===== config.mk =====
export PLATFORM = sky130hd
export DESIGN_NAME = noc_ni_inject
export DESIGN_NICKNAME = d
export VERILOG_FILES = /design/src/rtl/noc_ni_inject.sv
export SDC_FILE = /design/constraint.sdc
export NUM_CORES = 1
export LEC_CHECK = 0
export CELL_PAD_IN_SITES_DETAIL_PLACEMENT = 0
export CELL_PAD_IN_SITES_GLOBAL_PLACEMENT = 1
export CORE_ASPECT_RATIO = 1.1
export CORE_MARGIN = 2
export CORE_UTILIZATION = 46
export DETAILED_ROUTE_END_ITERATION = 12
export PLACE_DENSITY = 0.8
export SYNTH_ARGS = -nofsm -noshare
export SYNTH_HDL_FRONTEND = slang
export SYNTH_SLANG_ARGS = --single-unit

===== constraint.sdc =====
create_clock -name clk -period 3.16 [get_ports clk]
set_clock_uncertainty 0.15 [all_clocks]
set_input_delay 0.632 -clock clk [delete_from_list [all_inputs] [get_ports clk]]
set_output_delay 0.632 -clock clk [all_outputs]
set_load 0.02 [all_outputs]

===== src/rtl/noc_ni_inject.sv =====
// noc_ni_inject: NoC network-interface injection stage.
// Packs core requests into 20-bit flits, buffers them in a local FIFO and
// releases them to one router input port under credit-based flow control.
// Optional statistics outputs (sent_cnt, stall_cnt) are present when the
// macro NI_STATS_EN is defined.
module noc_ni_inject #(
  parameter int FIFO_DEPTH = 4,
  parameter int CREDITS    = 4,
  parameter int CNT_W      = 3
) (
  input  logic                          clk,
  input  logic                          rst,
  input  logic                          core_valid,
  output logic                          core_ready,
  input  logic [1:0]                    core_dst_cluster,
  input  logic [1:0]                    core_dst_local,
  input  logic [15:0]                   core_data,
  input  logic                          ci,
  output logic [19:0]                   flit_out,
  output logic                          flit_valid,
  output logic [CNT_W-1:0]              credit_cnt,
  output logic [$clog2(FIFO_DEPTH):0]   fifo_count,
  output logic                          credit_err
`ifdef NI_STATS_EN
  ,
  output logic [15:0]                   sent_cnt,
  output logic [15:0]                   stall_cnt
`endif
);

  localparam int AW = $clog2(FIFO_DEPTH);

  typedef enum logic [1:0] {IDLE, ACTIVE, STALL} state_t;

  state_t             state_q, state_d;
  logic [19:0]        mem [FIFO_DEPTH];
  logic [AW-1:0]      wr_ptr, rd_ptr;
  logic [AW:0]        count_d;
  logic [CNT_W-1:0]   credit_d;
  logic               err_d;
  logic               push, send;

  assign core_ready = (fifo_count != (AW+1)'(FIFO_DEPTH));
  assign push       = core_valid && core_ready;
  assign send       = (fifo_count != '0) && (credit_cnt != '0);

  // Next FIFO occupancy, credit count, error flag and FSM state.
  always_comb begin
    count_d  = fifo_count;
    credit_d = credit_cnt;
    err_d    = credit_err;
    state_d  = state_q;

    if (push && !send)      count_d = fifo_count + 1'b1;
    else if (send && !push) count_d = fifo_count - 1'b1;

    // A returned credit coinciding with a send cancels out.
    if (send && !ci) begin
      credit_d = credit_cnt - 1'b1;
    end else if (ci && !send) begin
      if (credit_cnt == CNT_W'(CREDITS)) err_d = 1'b1;
      else                               credit_d = credit_cnt + 1'b1;
    end

    unique case (state_q)
      IDLE:    if (count_d != '0) state_d = (credit_d == '0) ? STALL : ACTIVE;
      ACTIVE:  if (count_d == '0)       state_d = IDLE;
               else if (credit_d == '0) state_d = STALL;
      STALL:   if (ci) state_d = ACTIVE;
      default: state_d = IDLE;
    endcase
  end

  // Control registers: pointers, occupancy, credits, output flit, FSM state.
  always_ff @(posedge clk) begin
    if (!rst) begin
      wr_ptr     <= '0;
      rd_ptr     <= '0;
      fifo_count <= '0;
      credit_cnt <= CNT_W'(CREDITS);
      credit_err <= 1'b0;
      flit_out   <= '0;
      flit_valid <= 1'b0;
      state_q    <= IDLE;
    end else begin
      fifo_count <= count_d;
      credit_cnt <= credit_d;
      credit_err <= err_d;
      state_q    <= state_d;
      flit_valid <= send;
      if (push) wr_ptr <= wr_ptr + 1'b1;
      if (send) begin
        rd_ptr   <= rd_ptr + 1'b1;
        flit_out <= mem[rd_ptr];
      end
    end
  end

  // FIFO storage; contents are don't-care while the slot is unoccupied.
  always_ff @(posedge clk) begin
    if (push) mem[wr_ptr] <= {core_dst_cluster, core_dst_local, core_data};
  end

`ifdef NI_STATS_EN
  // Statistics counters, wrapping at 16 bits.
  always_ff @(posedge clk) begin
    if (!rst) begin
      sent_cnt  <= '0;
      stall_cnt <= '0;
    end else begin
      if (flit_valid)       sent_cnt  <= sent_cnt + 16'd1;
      if (state_q == STALL) stall_cnt <= stall_cnt + 16'd1;
    end
  end
`endif

endmodule


==> results of run 1 <==
-- cells by family (layout without fill, tap and decap cells) --
logic type / after synthesis / after routing / synth area share
XOR/XNOR: 4 / 4 / 0.00817
flip-flops: 112 / 112 / 0.710
multiplexers: 23 / 23 / 0.114
adder cells (fa/ha/maj): 9 / 9 / 0.0298
buffers and inverters: 20 / 87 / 0.0251
AO/OA/AOI/OAI: 32 / 32 / 0.0627
AND/OR/NAND/NOR: 45 / 45 / 0.0508
-- worst reg2reg max path: cells and delay by family, from the launching register on --
kind            cells  cell delay (ns)
compound gates      4             0.64
fa+ha+maj           2             0.63
flops               1             0.42
buf+inv             2             0.41
simple gates        2             0.25
-- cell type report --
class	instances	area, µm²	area share
Clock buffer	9	124	0.0241
Tap cell	114	143	0.0277
Inverter	9	33.8	0.00657
Clock inverter	6	46.3	0.00900
Multi-Input combinational cell	113	1140	0.221
Timing Repair Buffer	63	616	0.120
Sequential cell	112	3040	0.592
-- metal layers --
layer,global-route usage,vias to the layer above,wire length (µm)
li1,-,1057,-
met1,0.194,1107,3020
met2,0.261,34,3800
met3,0.0329,7,215
met4,0.0439,0,103
met5,0,-,0
-- path summary, 6_finish.rpt --
kind                                      end     startpoint
worst max-delay path            credit_cnt[2]  credit_cnt[0]
worst min-delay path              flit_out[9]    flit_out[9]
worst max register to register  credit_cnt[2]  credit_cnt[0]
worst min register to register    flit_out[9]    flit_out[9]
-- cells in the final DEF (no fill, tap or decap), types with 7 or more instances in the layout --
master and n:
and2_1 8, ha_1 7, o2bb2ai_1 20, nand2_1 24, clkbuf_8 9, inv_1 9
edfxtp_1 80, dfxtp_1 32, mux4_2 18, clkdlybuf4s50_1 52, buf_4 10
-- power by group --
part / switching (mW) / leakage [nW] / internal (mW) / total, mW
clock network: 0.459 / 0.0769 / 0.287 / 0.746
registers: 0.149 / 0.997 / 1.86 / 2.00
logic: 0.789 / 0.637 / 0.750 / 1.54
-- stage by stage --
stage	power, mW	hold WS [ns]	setup WS [ns]	area (µm²)
CTS	4.35	0.322	0.501	5140
global placement	3.59	0.300	0.491	4970
floorplan	3.04	0.378	0.760	4290
detailed placement	3.61	0.305	0.441	4970
global route	4.55	0.342	0.235	5140
finish	4.29	0.317	0.550	5140
-- registers in the layout (all words and copies together) (netlist names) --
signal / count
rd_ptr: 2
fifo_count: 3
credit_cnt: 3
wr_ptr: 2
mem: 80
credit_err: 1
flit_valid: 1
flit_out: 20
==> impl_metrics.tcl, run 1 <==
set metrics [dict create \
    status "complete, no violations" \
    routedWlPerCell_um 16.8 \
    grt_max_degree 23 \
    area_growth_pct 19.9 \
    drc 0 \
    grt_pass1_vias 2239 \
    cp.required_ns 3.23 \
    dieArea_mm2 0.0101 \
    dpl.hpwl_um 4480 \
    worstPathCellList "nor2_1 > a21oi_4 > buf_4 > ha_1 > inv_1 > fa_1 > nor2_1 > a21oi_1 > o21ai_0 > o311ai_0" \
    antenna_cells 0 \
    antenna_left 0 \
    yosysTopAreaCellShare 0.560 \
    syn_avg_cell_area_um2 17.5 \
    netlist_area_mm2 0.00429 \
    ctsResizeCount 0 \
    clk_latency_ns 0.35 \
    tns_ns 0 \
    rsz0062_at_grt "false" \
    tightest_slew_ns 0.431 \
    overflow 0 \
    hold_class "reg -> reg" \
    path_clk_slew_ns 0.10 \
    worst_r2r_path_depth 10 \
    cp.depth 10 \
    ys_types 33 \
    fillers 732 \
    syn-num-nets 278 \
    cts_tree "built" \
    drtIter0Drc 84 \
    cts_buffers 9 \
    dr.pass1.iters 4 \
    cts_buffer_depth 2 \
    slew_violations 0 \
    finalCriticalPeriod_ns 2.61 \
    reg2reg_slack_ns 0.55 \
    yosysWarnings 0 \
    final_util 0.574 \
    worstSetupPathType "reg -> reg" \
    max_slew_margin 0.713 \
    end_kind "flop" \
    hold_path_depth 2 \
    syn_inst 245 \
    synth_edf_count 80 \
    routed_wirelength_um 7150 \
    drive_gt1_frac 0.154 \
    min_period_over_period 0.826 \
    stdcell_count 426 \
    powerDensity_mw_per_mm2 834 \
    io_pins 53 \
    root_buffer "clkbuf_8" \
    crit_family "compound AO/OA/AOI/OAI gates" \
    synth_common_cells "80 x edfxtp_1, 32 x dfxtp_1, 24 x nand2_1" \
    die_h_um 105 \
    startpoint_type "flop" \
    critPathMaxFanout 18 \
    place.gp.congestion 0.749 \
    crit_buf_inv 2 \
    antenna_found_initial 0 \
    maxCapViolCount 0 \
    leakage_nw 1.71 \
    place_inst 411 \
    cts_setup_buffers 0 \
    synthTopCellsByArea "edfxtp_1 56%, dfxtp_1 15%, mux4_2 9.5%, o2bb2ai_1 4.1%, nand2_1 2.1%" \
    ys_ff_latch 112 \
    critical-path-max-stage-delay_ns 0.42 \
    nets 341 \
    ys_seq_area_frac 0.710 \
    yosysMostFrequentCell "edfxtp_1" \
    grt_pass1_wl_um 11500 \
    vias 2205 \
    synth_ff_type "edfxtp_1" \
    setup_viol 0 \
    clock-sinks 112 \
    async_flop_share 0 \
    core-area_mm2 0.00896 \
    htree_levels 3 \
    cts_hold_buffers 0 \
    die_w_um 96.1 \
    fmax_mhz 383 \
    initial_utilization 0.478 \
    port_buffers 52 \
    ir_drop_mv 0.367 \
    drt-vias-per-instance 5.18 \
    crit_path_top_delay_cell "dfxtp_1" \
    hold_violations 0 \
    worstPathArrival_ns 2.68 \
    yosys.area.top_type "edfxtp_1" \
    critPathMostFrequentCell "nor2_1" \
    grtUsageTotal 0.153 \
    num_rows 36 \
]
Note: power is estimated with default switching activity, not from simulation.
==> run 2, diff against run 1 <==
==> constraint.sdc (replaced) <==
create_clock -name clk -period 2.6 [get_ports clk]
set_clock_uncertainty 0.15 [all_clocks]
set_input_delay 0.52 -clock clk [delete_from_list [all_inputs] [get_ports clk]]
set_output_delay 0.52 -clock clk [all_outputs]
set_load 0.02 [all_outputs]
==> impl_metrics.tcl, run 2 (synthesis results as in run 1) <==
set metrics [dict create \
    p_sw_mw 1.76 \
    die_h_um 105 \
    clk_latency_ns 0.36 \
    fillers 696 \
    crit_buf_inv 1 \
    grt_pass1_wl_um 11600 \
    antenna_left 0 \
    num_rows 36 \
    leakage_nw 1.76 \
    hold_path_depth 2 \
    end_kind "output port" \
    grt_max_degree 24 \
    p_clk_frac 0.202 \
    finalCriticalPeriod_ns 2.28 \
    hold_class "reg -> reg" \
    ctsResizeCount 0 \
    maxCapViolCount 0 \
    dr.pass1.iters 6 \
    routedWlPerCell_um 16.9 \
    p_comb_frac 0.347 \
    io_pins 53 \
    drive_gt1_frac 0.168 \
    dpl.hpwl_um 4490 \
    layout_common_cells "80 x edfxtp_1, 52 x clkdlybuf4s50_1, 32 x dfxtp_1" \
    nets 344 \
    finalWorstSetupSlack_ns 0.315 \
    tightest_slew_ns 0.431 \
    core-area_mm2 0.00896 \
    area_growth_pct 21.3 \
    antenna_found_initial 0 \
    grtUsageTotal 0.155 \
    crit_family "buffers and inverters" \
    crit_path_top_delay_cell "clkdlybuf4s50_1" \
    largest_register "mem" \
    powerDensity_mw_per_mm2 1040 \
    rsz0062_at_grt "false" \
    port_buffers 52 \
    worstSetupPathType "reg -> out" \
    p_int_mw 3.65 \
    design_area_mm2 0.00520 \
    hold_slack_ns 0.315 \
    slew_violations 0 \
    worst_r2r_path_depth 9 \
    cts_hold_buffers 0 \
    worstPathArrival_ns 1.61 \
    fmax_mhz 438 \
    critical-path-max-stage-delay_ns 0.59 \
    cp.required_ns 1.93 \
    cp.depth 3 \
    routed_wirelength_um 7250 \
    critPathMaxFanout 5 \
    max_slew_margin 0.712 \
    antenna_cells 0 \
    dieArea_mm2 0.0101 \
    worstPathCellList "nor2_1 > nand2_1 > clkdlybuf4s50_1" \
    root_buffer "clkbuf_8" \
    largest_reg_flops 80 \
    pre_cts_ws_ns 0.000695 \
    place.gp.congestion 0.689 \
    clock-sinks 112 \
    cts_setup_buffers 0 \
    drc 0 \
    min_period_over_period 0.879 \
    startpoint_type "flop" \
    p_sw_frac 0.325 \
    cts_buffer_depth 2 \
    vias 2245 \
    hold_violations 0 \
    drtIter0Drc 113 \
    cts_tree "built" \
    drt-vias-per-instance 5.22 \
    cts_buffers 9 \
    placed_cell_area_mm2 0.00498 \
    overflow 0 \
    htree_levels 3 \
    path_clk_slew_ns 0.11 \
    ir_drop_mv 0.419 \
    setup_viol 0 \
    pwr-share-seq 0.451 \
    status "complete, no violations" \
    tns_ns 0 \
    top_regs "mem (80), flit_out (20)" \
    die_w_um 96.1 \
    layout_commonest_cell "edfxtp_1" \
    grt_pass1_vias 2236 \
    initial_utilization 0.478 \
]
-- run 2: changes by cell type in the layout (fill, tap and decap cells not counted), sizes merged --
| cell | change |
|---|---|
| clkinv | -1 |
| bufinv | +1 |
| clkinvlp | -3 |
| inv | +4 |
| buf | +3 |
-- run 2: worst paths after layout --
check / slack (ns) / end / start
min: 0.32 / flit_out[16] / flit_out[16]
max reg2reg: 0.37 / fifo_count[2] / credit_cnt[0]
min reg2reg: 0.32 / flit_out[16] / flit_out[16]
max: 0.32 / core_ready / fifo_count[0]
-- run 2: power groups by stage --
stage               clock network, mW  logic, mW  registers, mW
finish                           1.09       1.88           2.44
global route                     1.19       2.05           2.48
CTS                              1.13       1.92           2.44
detailed placement                  0       1.92           2.48
global placement                    0       1.89           2.47
floorplan                           0       1.01           2.68
-- run 2: worst reg2reg max path: cells and delay by family, from the launching register on --
family | cells | cell delay [ns]
simple gates | 2 | 0.55
fa+ha+maj | 2 | 0.55
flops | 1 | 0.36
compound gates | 2 | 0.25
xor+xnor | 1 | 0.16
buf+inv | 2 | 0.15
-- run 2: cell type report --
type | count | area, µm² | share of cell area
tap | 114 | 143 | 0.0274
timing repair buffer | 66 | 626 | 0.120
clock buffer | 9 | 124 | 0.0238
inverter | 9 | 33.8 | 0.00650
sequential | 112 | 3040 | 0.585
multi-input combinational | 113 | 1140 | 0.219
clock inverter | 7 | 95.1 | 0.0183
-- run 2: metal layers --
layer | share of wire | wire (µm) | up-vias | global-route usage
met1 | 0.43 | 3080 | 1131 | 0.206
met5 | 0 | 0 | - | 0
met2 | 0.53 | 3860 | 34 | 0.257
met3 | 0.034 | 246 | 5 | 0.0336
met4 | 0.0088 | 64 | 0 | 0.0459
li1 | - | - | 1075 | -
-- run 2: through the flow --
| stage | utilization | total power, mW | std cells |
|---|---|---|---|
| after global routing | 0.580 | 5.72 | 430 |
| after global placement | 0.556 | 4.36 | 414 |
| after detailed placement | 0.556 | 4.40 | 414 |
| after floorplan | - | 3.70 | 245 |
| final | 0.580 | 5.40 | 430 |
| after CTS | 0.580 | 5.49 | 430 |
